[src/rtl/sr_pkg.sv]
// Shared types and counter widths for the SR flip-flop bank writer.
package sr_pkg;

  typedef enum logic [1:0] {
    IDLE   = 2'd0,
    DRIVE  = 2'd1,
    SETTLE = 2'd2,
    CHECK  = 2'd3
  } state_t;

  localparam int SETTLE_W = 4;
  localparam int RETRY_W  = 3;

endpackage

[src/rtl/sr_excite.sv]
// Per-word SR excitation from target/current Q, plus the readback fail vector.
module sr_excite #(
  parameter int WIDTH = 4
) (
  input  logic [WIDTH-1:0] d,
  input  logic [WIDTH-1:0] q,
  input  logic [WIDTH-1:0] qn,
  output logic [WIDTH-1:0] s,
  output logic [WIDTH-1:0] r,
  output logic [WIDTH-1:0] fail
);

  assign s    = d & ~q;
  assign r    = ~d & q;
  // Q==Qn is an illegal bank state, so it fails even when Q matches the target.
  assign fail = (q ^ d) | ~(q ^ qn);

endmodule

[src/rtl/sr_bank_writer.sv]
// Writer controller for a bank of SR flip-flops: one-cycle S/R drive, settle,
// readback check, bounded retry.
//   state  | meaning
//   IDLE   | ready for a new target word
//   DRIVE  | S/R excitation on the bank for one cycle
//   SETTLE | S/R held at 0 while the bank settles
//   CHECK  | compare Q/Qn against the target
module sr_bank_writer
  import sr_pkg::*;
#(
  parameter int WIDTH      = 4,
  parameter int SETTLE_CYC = 1,
  parameter int MAX_RETRY  = 2
) (
  input  logic             Clk,
  input  logic             Rst_n,
  input  logic             Load_valid,
  output logic             Load_ready,
  input  logic [WIDTH-1:0] Load_data,
  input  logic [WIDTH-1:0] Q_fb,
  input  logic [WIDTH-1:0] Qn_fb,
  output logic [WIDTH-1:0] S_out,
  output logic [WIDTH-1:0] R_out,
  output logic             Done,
  output logic             Err,
  output logic [WIDTH-1:0] Mismatch
);

  localparam logic [SETTLE_W-1:0] SETTLE_INIT = SETTLE_W'(SETTLE_CYC - 1);
  localparam logic [RETRY_W-1:0]  RETRY_MAX   = RETRY_W'(MAX_RETRY);

  state_t              state_q, state_d;
  logic [WIDTH-1:0]    target_q, target_d;
  logic [WIDTH-1:0]    s_q, s_d;
  logic [WIDTH-1:0]    r_q, r_d;
  logic [WIDTH-1:0]    mismatch_q, mismatch_d;
  logic [SETTLE_W-1:0] settle_q, settle_d;
  logic [RETRY_W-1:0]  retry_q, retry_d;
  logic                ready_q, ready_d;
  logic                done_q, done_d;
  logic                err_q, err_d;

  logic [WIDTH-1:0]    exc_d, exc_s, exc_r, exc_fail;

  // One excitation block serves both acceptance (new data) and retry (latched target).
  assign exc_d = (state_q == IDLE) ? Load_data : target_q;

  sr_excite #(.WIDTH(WIDTH)) u_excite (
    .d    (exc_d),
    .q    (Q_fb),
    .qn   (Qn_fb),
    .s    (exc_s),
    .r    (exc_r),
    .fail (exc_fail)
  );

  always_comb begin
    state_d    = state_q;
    target_d   = target_q;
    s_d        = '0;
    r_d        = '0;
    mismatch_d = mismatch_q;
    settle_d   = settle_q;
    retry_d    = retry_q;
    ready_d    = ready_q;
    done_d     = 1'b0;
    err_d      = err_q;

    case (state_q)
      IDLE: begin
        if (Load_valid && ready_q) begin
          target_d   = Load_data;
          s_d        = exc_s;
          r_d        = exc_r;
          err_d      = 1'b0;
          mismatch_d = '0;
          retry_d    = '0;
          ready_d    = 1'b0;
          state_d    = DRIVE;
        end
      end
      DRIVE: begin
        settle_d = SETTLE_INIT;
        state_d  = SETTLE;
      end
      SETTLE: begin
        if (settle_q == '0) state_d = CHECK;
        else                settle_d = settle_q - SETTLE_W'(1);
      end
      CHECK: begin
        if (exc_fail == '0) begin
          done_d  = 1'b1;
          ready_d = 1'b1;
          state_d = IDLE;
        end else if (retry_q < RETRY_MAX) begin
          retry_d = retry_q + RETRY_W'(1);
          s_d     = exc_s;
          r_d     = exc_r;
          state_d = DRIVE;
        end else begin
          err_d      = 1'b1;
          mismatch_d = exc_fail;
          ready_d    = 1'b1;
          state_d    = IDLE;
        end
      end
      default: state_d = IDLE;
    endcase
  end

  always_ff @(posedge Clk or negedge Rst_n) begin
    if (!Rst_n) begin
      state_q    <= IDLE;
      target_q   <= '0;
      s_q        <= '0;
      r_q        <= '0;
      mismatch_q <= '0;
      settle_q   <= '0;
      retry_q    <= '0;
      ready_q    <= 1'b1;
      done_q     <= 1'b0;
      err_q      <= 1'b0;
    end else begin
      state_q    <= state_d;
      target_q   <= target_d;
      s_q        <= s_d;
      r_q        <= r_d;
      mismatch_q <= mismatch_d;
      settle_q   <= settle_d;
      retry_q    <= retry_d;
      ready_q    <= ready_d;
      done_q     <= done_d;
      err_q      <= err_d;
    end
  end

  assign S_out      = s_q;
  assign R_out      = r_q;
  assign Done       = done_q;
  assign Err        = err_q;
  assign Mismatch   = mismatch_q;
  assign Load_ready = ready_q;

endmodule

[config.mk]
export PLATFORM = sky130hd
export DESIGN_NAME = sr_bank_writer
export DESIGN_NICKNAME = d
export VERILOG_FILES = /design/src/rtl/sr_pkg.sv /design/src/rtl/sr_excite.sv /design/src/rtl/sr_bank_writer.sv
export SDC_FILE = /design/constraint.sdc
export NUM_CORES = 1
export LEC_CHECK = 0
export ABC_CLOCK_PERIOD_IN_PS = 2950
export BUFFER_PORTS_ARGS = -buffer_cell sky130_fd_sc_hd__buf_2
export CAP_MARGIN = 20
export CORE_ASPECT_RATIO = 0.6
export CORE_MARGIN = 1.5
export CORE_UTILIZATION = 53
export DETAILED_ROUTE_END_ITERATION = 10
export GPL_TIMING_DRIVEN = 0
export PLACE_DENSITY = 0.77
export SLEW_MARGIN = 20
export SYNTH_ARGS = -nofsm -noshare
export SYNTH_HDL_FRONTEND = slang
export SYNTH_SLANG_ARGS = --single-unit
[constraint.sdc]
create_clock -name Clk -period 2.95 [get_ports Clk]
set_input_delay 0.1475 -clock Clk [delete_from_list [all_inputs] [get_ports Clk]]
set_output_delay 0.1475 -clock Clk [all_outputs]
set_load 0.005 [all_outputs]
**Word-level counts from Yosys, hierarchy flattened**

Index checks and enable logic that the tools add are counted.

- Register bits: 28
- Bits of input ports: 15
- Output and inout port bits: 15
- Word-level logic and storage cells: 75

- $add $sub $neg: 2
- $lt $le $gt $ge: 1
- Eq/ne operators: 10
- Multiplexer cells: 32
- Bitwise operators: 8
- Reduce and logical (&&, ||, !) cells: 12

Operator list:

| operator | count |
|---|---|
| 4-bit two-way mux | 11 |
| 4-bit one-hot mux with 2 select lines | 4 |
| 4-bit inverter | 3 |
| 2-bit inequality test, second input constant | 5 |
| 3-bit two-way mux | 3 |
| 4-bit bitwise AND | 2 |
| 4-bit logical NOT | 2 |
| 1-bit two-way mux | 8 |
| 2-bit one-hot mux with 4 select lines | 1 |
| 4-bit AND reduction | 2 |
| 4-bit XOR | 2 |
| 3-bit one-hot mux with 2 select lines | 1 |
| 2-bit AND reduction | 3 |
| 2-bit == test, second input constant | 2 |
| 2-bit two-way mux | 2 |
| 4-bit OR | 1 |
| 1-bit one-hot mux with 2 select lines | 2 |
| 2-bit nonzero test | 2 |
| 4-bit by 1-bit subtractor with 4-bit output, second input constant | 1 |
| 3-bit by 1-bit adder with 3-bit output, second input constant | 1 |
| 3-bit by 2-bit < comparator with 1-bit output, second input constant | 1 |
| 3-bit inequality test, second input constant | 1 |
| 3-bit AND reduction | 1 |
| 2-bit by 1-bit == test with 1-bit output, second input constant | 1 |
| other kinds (3) | 3 |

**Logic depth before layout (Yosys ltp)**

Gate-level depths: netlist of run 1.

- Depth after elaboration: 7
- Gate-level depth with buffers: 8
- Gate-level depth less buffers: 7

**Cells and area by module**

Synthesis of run 1 repeated with hierarchy kept, for this count alone.

- Cells, all modules: 150
- Area total of the unflattened synthesis: 1,646.6 um^2

By module, submodules not included:

| module | times used | cells an instance | area an instance (um^2) | seq. area each (um^2) |
|---|---|---|---|---|
| sr_bank_writer | 1 | 126 | 1,466.4 | 701.9 |
| sr_excite | 1 | 24 | 180.2 | 0.0 |

**Worst setup path after synthesis of run 1**

No wires, ideal clock.

- Kind: register to register
- Start point: register state_q[0]
- End point: register state_q[0]
- Library setup time: 0.144 ns
- Arrival time: 2.054 ns
- Required time: 2.806 ns
- Slack: 0.752 ns
- Stages on the path, launching flop included: 9
- Clock period less this slack: 2.198 ns
- Cells stage by stage: dfrtp_1 > inv_1 > ha_1 > buf_2 > mux2_2 > ha_1 > nand4_4 > o211ai_4 > a41oi_1

- Longest elaborated chain between the ends: 7
- Elaborated cells on any way between the ends: 13
- Classes of those cells: eq/ne (5); mux (3); bitwise (2); reduce/logical (3)

Ends and longest elaborated chain:

| item | RTL line | text |
|---|---|---|
| start, declared | sr_bank_writer.sv:32 | `state_t state_q, state_d;` |
| start signal, assigned | sr_bank_writer.sv:124 | `state_q <= state_d;` |
| 2-bit logical NOT | sr_bank_writer.sv:46, sr_bank_writer.sv:69 |  |
| 4-bit two-way mux | sr_bank_writer.sv:46 | `assign exc_d = (state_q == IDLE) ? Load_data : target_q;` |
| 4-bit XOR | sr_excite.sv:16 | `assign fail = (q ^ d) \| ~(q ^ qn);` |
| 4-bit OR | sr_excite.sv:16 |  |
| 4-bit logical NOT | sr_bank_writer.sv:91 | `if (exc_fail == '0) begin` |
| 1-bit two-way mux | sr_bank_writer.sv:91 |  |
| 2-bit one-hot mux with 4 select lines | sr_bank_writer.sv:69 | `case (state_q)` |

Several ways; a longest one is shown, not always the timed one.
A chain may end at the register's enable or synchronous reset.

**Worst setup path after layout of run 1**

- Start point: register state_q[1]
- End point: register state_q[0]

The elaborated chain is that of the path after synthesis.

==> flow_summary.toml, run 1 <==
[die]
die_width_microns = 74.1
floorplan.core_area_sq_mm = 0.00287
chipHeight_microns = 45.6
io-pin-count = 30
initial_core_util = 0.559
floorplan.die_area_sq_mm = 0.00338
placement_rows = 15

[placement]
routabilityCongestion = 0.817
post-dp-hpwl_microns = 2490
numPortBuffers = 29

[final_layout]
areaGrowthSynthToFinish_pct = 17.4
final_layout_size_suffix_gt1_frac = 0.263
multi_input_comb_area_sq_um = 816
fillers = 231
final_net_count = 220
antenna-diode-count = 0
final_core_util = 0.656
sequential_cell_area_sq_um = 702

[worst_setup_path]
critPathSlowestCell = "sky130_fd_sc_hd__dfrtp_1"
cp_num_buf_inv = 2
critPathMaxFanout = 10
timing.critical_path.cells = "inv_1 > ha_1 > buf_2 > mux2_2 > ha_1 > nand4_4 > o211ai_4 > a41oi_1"
worst_path_top_cell_family_by_delay = "compound AO/OA/AOI/OAI gates"
cpMostUsedCell = "sky130_fd_sc_hd__ha_1"
worstSetupStartpointType = "flop"
critPathRequiredTime_ns = 3.10
critPathKind = "reg2reg"
end_kind = "flop"
worstPathArrival_ns = 2.60
cp_slowest_stage_delay_ns = 0.43

[detailed_routing]
drc_errors = 0
vias = 1233
totalWireLength_microns = 3240
wl_per_cell_microns = 13.9
ant_nets = 0
detail_route.first_pass.iterations = 4
routed_via_density = 5.31
top_signal_layer_used = "met4"
met2WireLength_microns = 1500
met3RoutedLength_microns = 136
detail_route.wirelength.met1_microns = 1580
first_iter_violations = 81

[cts]
cts_setup_buffers = 0
tritoncts = "done"
numClockSinks = 28
cts_root_cell = "sky130_fd_sc_hd__clkbuf_8"
cts_made_buffers = 3
clk_path_buf_depth = 2
hold_buffers = 1
post_cts_resized = 0
number_of_h_tree_levels = 1
clkSlewWorstSetupHoldPaths_ns = 0.09
clock_latency_ns = 0.28

[timing]
timing.setup.tns_ns = 0
timing.slew.headroom = 0.599
finalWorstPathRequiredPeriod_ns = 2.46
timing.final.max_slew_violations = 0
worst-slew-pin-transition_ns = 0.602
finalSetupViolations = 0
layout_worst_path_cycle_share = 0.832
maximum_clock_rate_ghz = 0.407
skew_ns = 0.00264
hold_viol = 0
grt_setup_unrepaired = "false"

[global_routing]
global_route.overflow_total = 0
global_route_wire_length_before_repair_microns = 5420
grt_antenna_before_repair = 0
grt_max_degree = 29
first_global_vias = 1191
global_router_s_overall_resource_usage = 0.219

[power]
power.density_mw_per_mm2 = 395
worst_ir_drop_vdd_mv = 0.272
total_leakage_power_nw = 0.904

[synth]
synth-seq-area-share = 0.437
mappedNetlistNets = 185
post_synth.cell_area_avg_sq_um = 10.3
synth-warning-count = 0
syn_area_sq_mm = 0.00161
ys_ff_latch = 28
yosysUniqueCellTypes = 32
synthCells = 156

[flow_run]
count_of_maximum_capacitance_violations = 0

[min_path]
hold_path_class = "in2reg"

[outcome]
result_of_the_run = "finished clean"
path summary, 6_finish.rpt:
kind,from,end,slack [ns],cells after the start
max,state_q[1]$_DFFE_PN0P_,state_q[0]$_DFFE_PN0P_,0.49,8
min,Load_data[3],target_q[3]$_DFFE_PN0P_,0.11,2
max reg2reg,state_q[1]$_DFFE_PN0P_,state_q[0]$_DFFE_PN0P_,0.49,8
min reg2reg,target_q[0]$_DFFE_PN0P_,target_q[0]$_DFFE_PN0P_,0.52,1
max in group asynchronous,Rst_n,S_out[1]$_DFF_PN0_,2.13,2
min in group asynchronous,Rst_n,target_q[3]$_DFFE_PN0P_,0.43,2
logic make-up after synthesis:
logic type | after synthesis | share of synthesized area
fa+ha+maj | 14 | 0.109
mux | 9 | 0.0631
simple gates | 35 | 0.130
flops | 28 | 0.437
xor+xnor | 5 | 0.0273
buf+inv | 23 | 0.0546
compound gates | 42 | 0.178
cell type report:
type,count,area share
tap,42,0.0279
timing repair buffer,30,0.0823
buffer,4,0.00863
sequential,28,0.373
clock buffer,3,0.0219
multi-input combinational,105,0.433
clock inverter,1,0.0159
inverter,19,0.0378
synthesized netlist by cell type:
cell type	instances	share of area
sky130_fd_sc_hd__o211ai_1	1	0.0047
sky130_fd_sc_hd__nand3_1	3	0.0094
sky130_fd_sc_hd__dfrtp_1	27	0.42
sky130_fd_sc_hd__dfstp_2	1	0.016
sky130_fd_sc_hd__a21boi_0	2	0.0094
sky130_fd_sc_hd__nand2_1	11	0.026
sky130_fd_sc_hd__a22oi_1	4	0.019
sky130_fd_sc_hd__nor2_1	4	0.0094
sky130_fd_sc_hd__mux2_2	9	0.063
sky130_fd_sc_hd__xnor2_1	1	0.0055
sky130_fd_sc_hd__ha_1	14	0.11
sky130_fd_sc_hd__nand4_4	2	0.026
sky130_fd_sc_hd__or3b_2	1	0.0055
sky130_fd_sc_hd__inv_1	19	0.044
sky130_fd_sc_hd__nand3_2	1	0.0062
sky130_fd_sc_hd__nand2b_1	9	0.035
sky130_fd_sc_hd__o32ai_1	1	0.0055
sky130_fd_sc_hd__o211a_1	1	0.0062
sky130_fd_sc_hd__buf_2	1	0.0031
sky130_fd_sc_hd__a21oi_1	13	0.041
sky130_fd_sc_hd__o21ai_0	11	0.034
sky130_fd_sc_hd__o211ai_4	1	0.013
sky130_fd_sc_hd__o31ai_1	1	0.0047
sky130_fd_sc_hd__xor2_1	4	0.022
sky130_fd_sc_hd__o2111ai_1	2	0.011
sky130_fd_sc_hd__a211oi_2	1	0.0078
sky130_fd_sc_hd__o21a_1	1	0.0047
sky130_fd_sc_hd__a22o_1	1	0.0055
sky130_fd_sc_hd__o2111a_1	1	0.0070
sky130_fd_sc_hd__a41oi_1	1	0.0055
sky130_fd_sc_hd__nor3_1	4	0.012
sky130_fd_sc_hd__clkbuf_1	3	0.0070
through the flow:
step	instances	total power, mW	hold WS, ns	instance area [sq um]	setup slack (ns)
final	232	0.744	0.106	1880	0.494
after global routing	232	0.772	0.108	1880	0.341
after floorplan	156	0.425	-0.148	1610	0.752
after global placement	227	0.449	0.185	1800	0.545
after CTS	232	0.751	0.0997	1880	0.513
after detailed placement	227	0.451	0.192	1800	0.532
cells in the final DEF, fill, tap and decap left out:
| cell type | Yosys | layout |
|---|---|---|
| sky130_fd_sc_hd__dfrtp_1 | 27 | 27 |
| sky130_fd_sc_hd__nand4_4 | 2 | 2 |
| sky130_fd_sc_hd__o21a_1 | 1 | 1 |
| sky130_fd_sc_hd__nand2b_1 | 9 | 9 |
| sky130_fd_sc_hd__dfstp_2 | 1 | 1 |
| sky130_fd_sc_hd__or3b_2 | 1 | 1 |
| sky130_fd_sc_hd__o2111a_1 | 1 | 1 |
| sky130_fd_sc_hd__o211a_1 | 1 | 1 |
| sky130_fd_sc_hd__buf_2 | 1 | 30 |
| sky130_fd_sc_hd__o211ai_1 | 1 | 1 |
| sky130_fd_sc_hd__xnor2_1 | 1 | 1 |
| sky130_fd_sc_hd__a22oi_1 | 4 | 4 |
| sky130_fd_sc_hd__nor3_1 | 4 | 4 |
| sky130_fd_sc_hd__clkbuf_8 | 0 | 3 |
| sky130_fd_sc_hd__a41oi_1 | 1 | 1 |
| sky130_fd_sc_hd__nand3_1 | 3 | 3 |
| sky130_fd_sc_hd__nand3_2 | 1 | 1 |
| sky130_fd_sc_hd__clkbuf_1 | 3 | 3 |
| sky130_fd_sc_hd__o31ai_1 | 1 | 1 |
| sky130_fd_sc_hd__bufinv_16 | 0 | 1 |
| sky130_fd_sc_hd__dlygate4sd3_1 | 0 | 1 |
| sky130_fd_sc_hd__xor2_1 | 4 | 4 |
| sky130_fd_sc_hd__o2111ai_1 | 2 | 2 |
| sky130_fd_sc_hd__o211ai_4 | 1 | 1 |
| sky130_fd_sc_hd__a21boi_0 | 2 | 2 |
| sky130_fd_sc_hd__a21oi_1 | 13 | 13 |
| sky130_fd_sc_hd__mux2_2 | 9 | 9 |
| sky130_fd_sc_hd__ha_1 | 14 | 14 |
| sky130_fd_sc_hd__a22o_1 | 1 | 1 |
| sky130_fd_sc_hd__inv_1 | 19 | 19 |
| sky130_fd_sc_hd__a211oi_2 | 1 | 1 |
| sky130_fd_sc_hd__o21ai_0 | 11 | 11 |
| sky130_fd_sc_hd__nand2_1 | 11 | 11 |
| sky130_fd_sc_hd__o32ai_1 | 1 | 1 |
| sky130_fd_sc_hd__nor2_1 | 4 | 4 |
sequential cells by signal (all words and copies together), names as in the netlist:
register,count
Mismatch,4
R_out,4
S_out,4
settle_q,4
target_q,4
retry_q,3
state_q,2
Done,1
Err,1
Load_ready,1
power breakdown:
group	leakage [nW]	internal, mW	switching (mW)
registers	0.351	0.384	0.0000339
clock network	0.0357	0.182	0.118
logic	0.518	0.0225	0.0380
routing by layer:
metal,GRT usage,vias to the layer above
li1,-,613
met1,0.283,589
met2,0.361,26
met3,0.0642,5
met4,0.0704,0
met5,0,-
No activity file was read; power rests on OpenSTA's default activity.
==> inputs of run 2 (changes only) <==
Settings changed: ABC_CLOCK_PERIOD_IN_PS 2950 to 2350.
Clock period 2.95 ns to 2.35 ns, I/O delays scaled along.
==> run 2 against run 1 <==
  * Power up 30%
  * Worst setup slack worse by 0.42 ns
  * Critical path depth unchanged
  * Flip-flop and latch count unchanged
  * Highest routed layer unchanged
  * Via count up 9.9%
  * Clock skew up 0.0040 ns
  * Maximum frequency up 8.0%
  * Largest power group unchanged
  * Critical endpoint is now R_out[3]$_DFF_PN0_
==> flow_summary.toml, run 2 (same netlist as run 1, synthesis figures left out) <==
[timing]
worst-slew-pin-transition_ns = 0.595
skew_ns = 0.00661
maximum_clock_rate_ghz = 0.440
finalWorstPathRequiredPeriod_ns = 2.27
layout_worst_path_cycle_share = 0.968
timing.final.max_slew_violations = 0
setup_slack_ns = 0.0757
grt_setup_unrepaired = "true"
hold_viol = 0
timing.slew.headroom = 0.603
finalSetupViolations = 0

[flow_run]
count_of_maximum_capacitance_violations = 0

[worst_setup_path]
critPathSlowestCell = "sky130_fd_sc_hd__dfrtp_2"
critPathMaxFanout = 9
worstPathArrival_ns = 2.42
end_kind = "flop"
critPathKind = "reg2reg"
critPathRequiredTime_ns = 2.50
worstSetupStartpointType = "flop"
cp_slowest_stage_delay_ns = 0.43
timing.critical_path.cells = "inv_1 > ha_1 > buf_6 > mux2_2 > ha_4 > nand4_4 > o211ai_2 > a21oi_1"

[cts]
numClockSinks = 28
clk_path_buf_depth = 2
cts_made_buffers = 3
cts_root_cell = "sky130_fd_sc_hd__clkbuf_8"
tritoncts = "done"
clock_latency_ns = 0.28
clkSlewWorstSetupHoldPaths_ns = 0.10
number_of_h_tree_levels = 1

[detailed_routing]
met2WireLength_microns = 1870
detail_route.wirelength.met1_microns = 1640
detail_route.first_pass.iterations = 4
totalWireLength_microns = 3780
drc_errors = 0
met3RoutedLength_microns = 231
vias = 1355
wl_per_cell_microns = 15.8
top_signal_layer_used = "met4"
first_iter_violations = 129
ant_nets = 0
routed_via_density = 5.67

[die]
chipHeight_microns = 45.6
die_width_microns = 74.1
floorplan.die_area_sq_mm = 0.00338
io-pin-count = 30
placement_rows = 15
floorplan.core_area_sq_mm = 0.00287
initial_core_util = 0.559

[final_layout]
areaGrowthSynthToFinish_pct = 25.6
final-instance-count-excl-fill = 239
final_layout_size_suffix_gt1_frac = 0.325
final_core_util = 0.702
antenna-diode-count = 0
final_common_cell = "sky130_fd_sc_hd__buf_2"
fillers = 208
mostFrequentLayoutCells = "29 x sky130_fd_sc_hd__buf_2, 26 x sky130_fd_sc_hd__dfrtp_1, 18 x sky130_fd_sc_hd__inv_1, 13 x sky130_fd_sc_hd__a21oi_1, 11 x sky130_fd_sc_hd__nand2_1"
final_design_area_no_fill_sq_mm = 0.00202
final_net_count = 227

[power]
power_mw = 0.965
power.density_mw_per_mm2 = 479
total_leakage_power_nw = 0.947
worst_ir_drop_vdd_mv = 0.342

[placement]
routabilityCongestion = 0.817
post-dp-hpwl_microns = 2490
place_inst = 227
numPortBuffers = 29
placement.cell_area_sq_mm = 0.00180
place_ws_ns = -0.0681

[global_routing]
global_router_s_overall_resource_usage = 0.228
global_route_wire_length_before_repair_microns = 5640
global_route.overflow_total = 0
grt_max_degree = 29
grt_antenna_before_repair = 0
first_global_vias = 1203

[min_path]
hold_path_class = "in2reg"

[outcome]
result_of_the_run = "finished clean"
## run 2: cell types whose count changed in the layout (fill, tap and decap cells not counted), sizes merged
cell / previous run / this run
buf: 30 / 34
nand4: 2 / 4
o211ai: 2 / 3
## run 2: metal layers
| layer | up-vias | GRT usage |
|---|---|---|
| met5 | - | 0 |
| met4 | 0 | 0.0630 |
| met3 | 7 | 0.0597 |
| met2 | 53 | 0.377 |
| met1 | 658 | 0.301 |
| li1 | 637 | - |
## run 2: timing repair
item | in CTS | in global routing
hold buffers | 1 | 0
resized for setup | 1 | 12
endpoints found under the setup margin | 12 | 18
cloned | 1 | 2
endpoints found under the hold margin | 27 | 0
pin swaps | 2 | 3
buffers inserted | 1 | 3
## run 2: worst paths after layout
kind,startpoint,end,slack [ns],depth (start not counted)
setup / recovery,state_q[0]$_DFFE_PN0P_,R_out[3]$_DFF_PN0_,0.08,8
hold / removal,Load_data[3],target_q[3]$_DFFE_PN0P_,0.07,2
setup reg to reg,state_q[0]$_DFFE_PN0P_,R_out[3]$_DFF_PN0_,0.08,8
hold reg to reg,target_q[3]$_DFFE_PN0P_,target_q[3]$_DFFE_PN0P_,0.51,1
max in group asynchronous,Rst_n,state_q[0]$_DFFE_PN0P_,1.54,2
min in group asynchronous,Rst_n,settle_q[1]$_DFFE_PN0P_,0.39,2
## run 2: power breakdown
part	switching [mW]	internal (mW)	leakage, nW	total, mW
Clock	0.150	0.228	0.0357	0.379
Combinational	0.0636	0.0409	0.562	0.104
Sequential	0.0000407	0.482	0.349	0.482
Total	0.214	0.751	0.947	0.965
## run 2: cell type report
type / instances / area [sq um] / area share
plain buffers: 4 / 22.5 / 0.0112
clock buffers: 3 / 41.3 / 0.0205
multi-input cells: 108 / 910 / 0.451
flip-flops and latches: 28 / 703 / 0.349
inverters: 19 / 71.3 / 0.0354
repair buffers: 34 / 185 / 0.0919
well taps: 42 / 52.6 / 0.0261
clock inverters: 1 / 30.0 / 0.0149
## run 2: critical path, delay by kind of cell (launching register included)
kind | cells | cell delay [ns]
buffers and inverters | 2 | 0.22
adders and majority gates | 2 | 0.47
DFF | 1 | 0.43
muxes | 1 | 0.38
and+or+nand+nor | 1 | 0.16
AOI/OAI and AO/OA | 2 | 0.47
## run 2: through the flow
step,TNS (ns),hold WS [ns]
2_1_floorplan,0,-0.178
3_3_place_gp,-0.0992,0.155
3_5_place_dp,-0.294,0.162
4_1_cts,0,0.0697
5_1_grt,-0.0106,0.0786
6_report,0,0.0745
==> inputs of run 3 (changes only) <==
Settings changed: CELL_PAD_IN_SITES_DETAIL_PLACEMENT set to 0, CELL_PAD_IN_SITES_GLOBAL_PLACEMENT set to 1, CORE_UTILIZATION 53 to 42, CTS_CLUSTER_DIAMETER set to 60, PLACE_DENSITY 0.77 to 0.78.
==> run 3 against run 2 <==
  * Cell count up 2.1%
  * Non-clock buffer count is 1 higher
  * First-iteration DRC count increased by 4.7%
  * Via count shrank 3.0%
  * Combinational power is essentially flat
  * Global-route usage shrank 3.4 points
  * Sequential power about the same
  * Power down 7.6%
  * Clock power decreased by 20%
  * Critical path type unchanged
==> flow_summary.toml, run 3 (same netlist as run 1, synthesis figures left out) <==
[outcome]
result_of_the_run = "finished clean"

[worst_setup_path]
cp_num_buf_inv = 3
r2r_slack_ns = 0.05
timing.critical_path.cells = "inv_1 > ha_1 > buf_6 > mux2_2 > ha_4 > nand4_4 > buf_4 > o211a_1 > o21ai_0"
worstSetupStartpointType = "flop"
critPathSlowestCell = "sky130_fd_sc_hd__dfrtp_1"
worstPathArrival_ns = 2.50
worst_path_top_cell_family_by_delay = "adder cells"
critPathRequiredTime_ns = 2.55
worst_r2r_path_depth = 9
end_kind = "flop"
crit_cells = 9
cp_slowest_stage_delay_ns = 0.40
critPathMaxFanout = 9
critPathKind = "reg2reg"

[global_routing]
global_route.overflow_total = 0
grt_max_degree = 29
grt_antenna_before_repair = 0
grt.met1_usage = 0.249
global_route_wire_length_before_repair_microns = 6310
grt.met2_usage = 0.346
global_router_s_overall_resource_usage = 0.194
met3_usage = 0.0501
first_global_vias = 1314
grt-busiest-layer = "met2"

[detailed_routing]
wl_per_cell_microns = 15.9
first_iter_violations = 135
routed_via_density = 5.39
ant_nets = 0
drc_errors = 0
vias = 1315
detail_route.first_pass.iterations = 4
totalWireLength_microns = 3880

[timing]
timing.final.max_slew_violations = 0
timing.slew.headroom = 0.574
skew_ns = 0.00220
worst-slew-pin-transition_ns = 0.639
worst_hold_slack_ns = 0.0843
finalWorstPathRequiredPeriod_ns = 2.30
timing.setup.tns_ns = 0
maximum_clock_rate_ghz = 0.435
finalSetupViolations = 0
layout_worst_path_cycle_share = 0.977
hold_viol = 0
grt_setup_unrepaired = "true"

[final_layout]
antenna-diode-count = 0
final_layout_size_suffix_gt1_frac = 0.310
mostFrequentLayoutCells = "29 x sky130_fd_sc_hd__buf_2, 27 x sky130_fd_sc_hd__dfrtp_1, 19 x sky130_fd_sc_hd__inv_1, 13 x sky130_fd_sc_hd__a21oi_1"
final_common_cell = "sky130_fd_sc_hd__buf_2"
final_net_count = 227
areaGrowthSynthToFinish_pct = 24.2

[cts]
clock_latency_ns = 0.28
clkSlewWorstSetupHoldPaths_ns = 0.10
numClockSinks = 28
clk_path_buf_depth = 2
number_of_h_tree_levels = 1
cts_root_cell = "sky130_fd_sc_hd__clkbuf_8"
cts_made_buffers = 3
tritoncts = "done"

[die]
floorplan.die_area_sq_mm = 0.00421
die_width_microns = 82.8
floorplan.core_area_sq_mm = 0.00366
chipHeight_microns = 50.9
io-pin-count = 30
placement_rows = 17
initial_core_util = 0.439

[power]
worst_ir_drop_vdd_mv = 0.206
power.density_mw_per_mm2 = 447
total_leakage_power_nw = 0.935

[placement]
post-dp-hpwl_microns = 2720
routabilityCongestion = 0.835
numPortBuffers = 29

[min_path]
min_delay_path_depth = 2
hold_path_class = "in2reg"

[flow_run]
count_of_maximum_capacitance_violations = 0
==> run 3: area by class of cell <==
class	instances	area [sq um]
Clock buffer	4	55.1
Timing Repair Buffer	35	193
Multi-Input combinational cell	107	891
Buffer	4	22.5
Tap cell	47	58.8
Inverter	19	71.3
Sequential cell	28	702
Fill cell	321	1670
==> run 3: through the flow <==
| step | util | cells | worst slack [ns] | total power, mW | cell area [sq um] |
|---|---|---|---|---|---|
| finish | 0.545 | 244 | 0.0536 | 0.892 | 1990 |
| detailed placement | 0.495 | 232 | -0.189 | 0.570 | 1810 |
| global route | 0.545 | 244 | -0.0168 | 0.940 | 1990 |
| CTS | 0.540 | 242 | 0.0281 | 0.896 | 1970 |
| global placement | 0.495 | 232 | -0.105 | 0.566 | 1810 |
| floorplan | - | 156 | 0.152 | 0.533 | 1610 |
==> run 3: worst paths after layout <==
path                                               from                       to
worst max-delay path             state_q[0]$_DFFE_PN0P_          Err$_DFFE_PN0P_
worst min-delay path                       Load_data[2]  target_q[2]$_DFFE_PN0P_
worst max register to register   state_q[0]$_DFFE_PN0P_          Err$_DFFE_PN0P_
worst min register to register  target_q[3]$_DFFE_PN0P_  target_q[3]$_DFFE_PN0P_
max in group asynchronous                         Rst_n           Done$_DFF_PN0_
min in group asynchronous                         Rst_n  Mismatch[3]$_DFFE_PN0P_
==> run 3: per-layer routing <==
metal,part of all wire,vias to the layer above
li1,-,629
met1,0.47,652
met2,0.48,32
met3,0.051,2
met4,0.0018,0
met5,0,-
==> run 3: timing repair <==
action,4_1_cts,5_1_grt
pin swaps,2,2
buffers inserted,3,2
cloned,2,0
resized for setup,8,1
endpoints found under the setup margin,14,14
endpoints found under the hold margin,27,0
hold buffers,1,0
==> run 3: power by group <==
part / total, mW / internal [mW] / switching (mW)
combinational: 0.106 / 0.0409 / 0.0647
clock: 0.305 / 0.150 / 0.154
sequential: 0.482 / 0.482 / 0.0000402
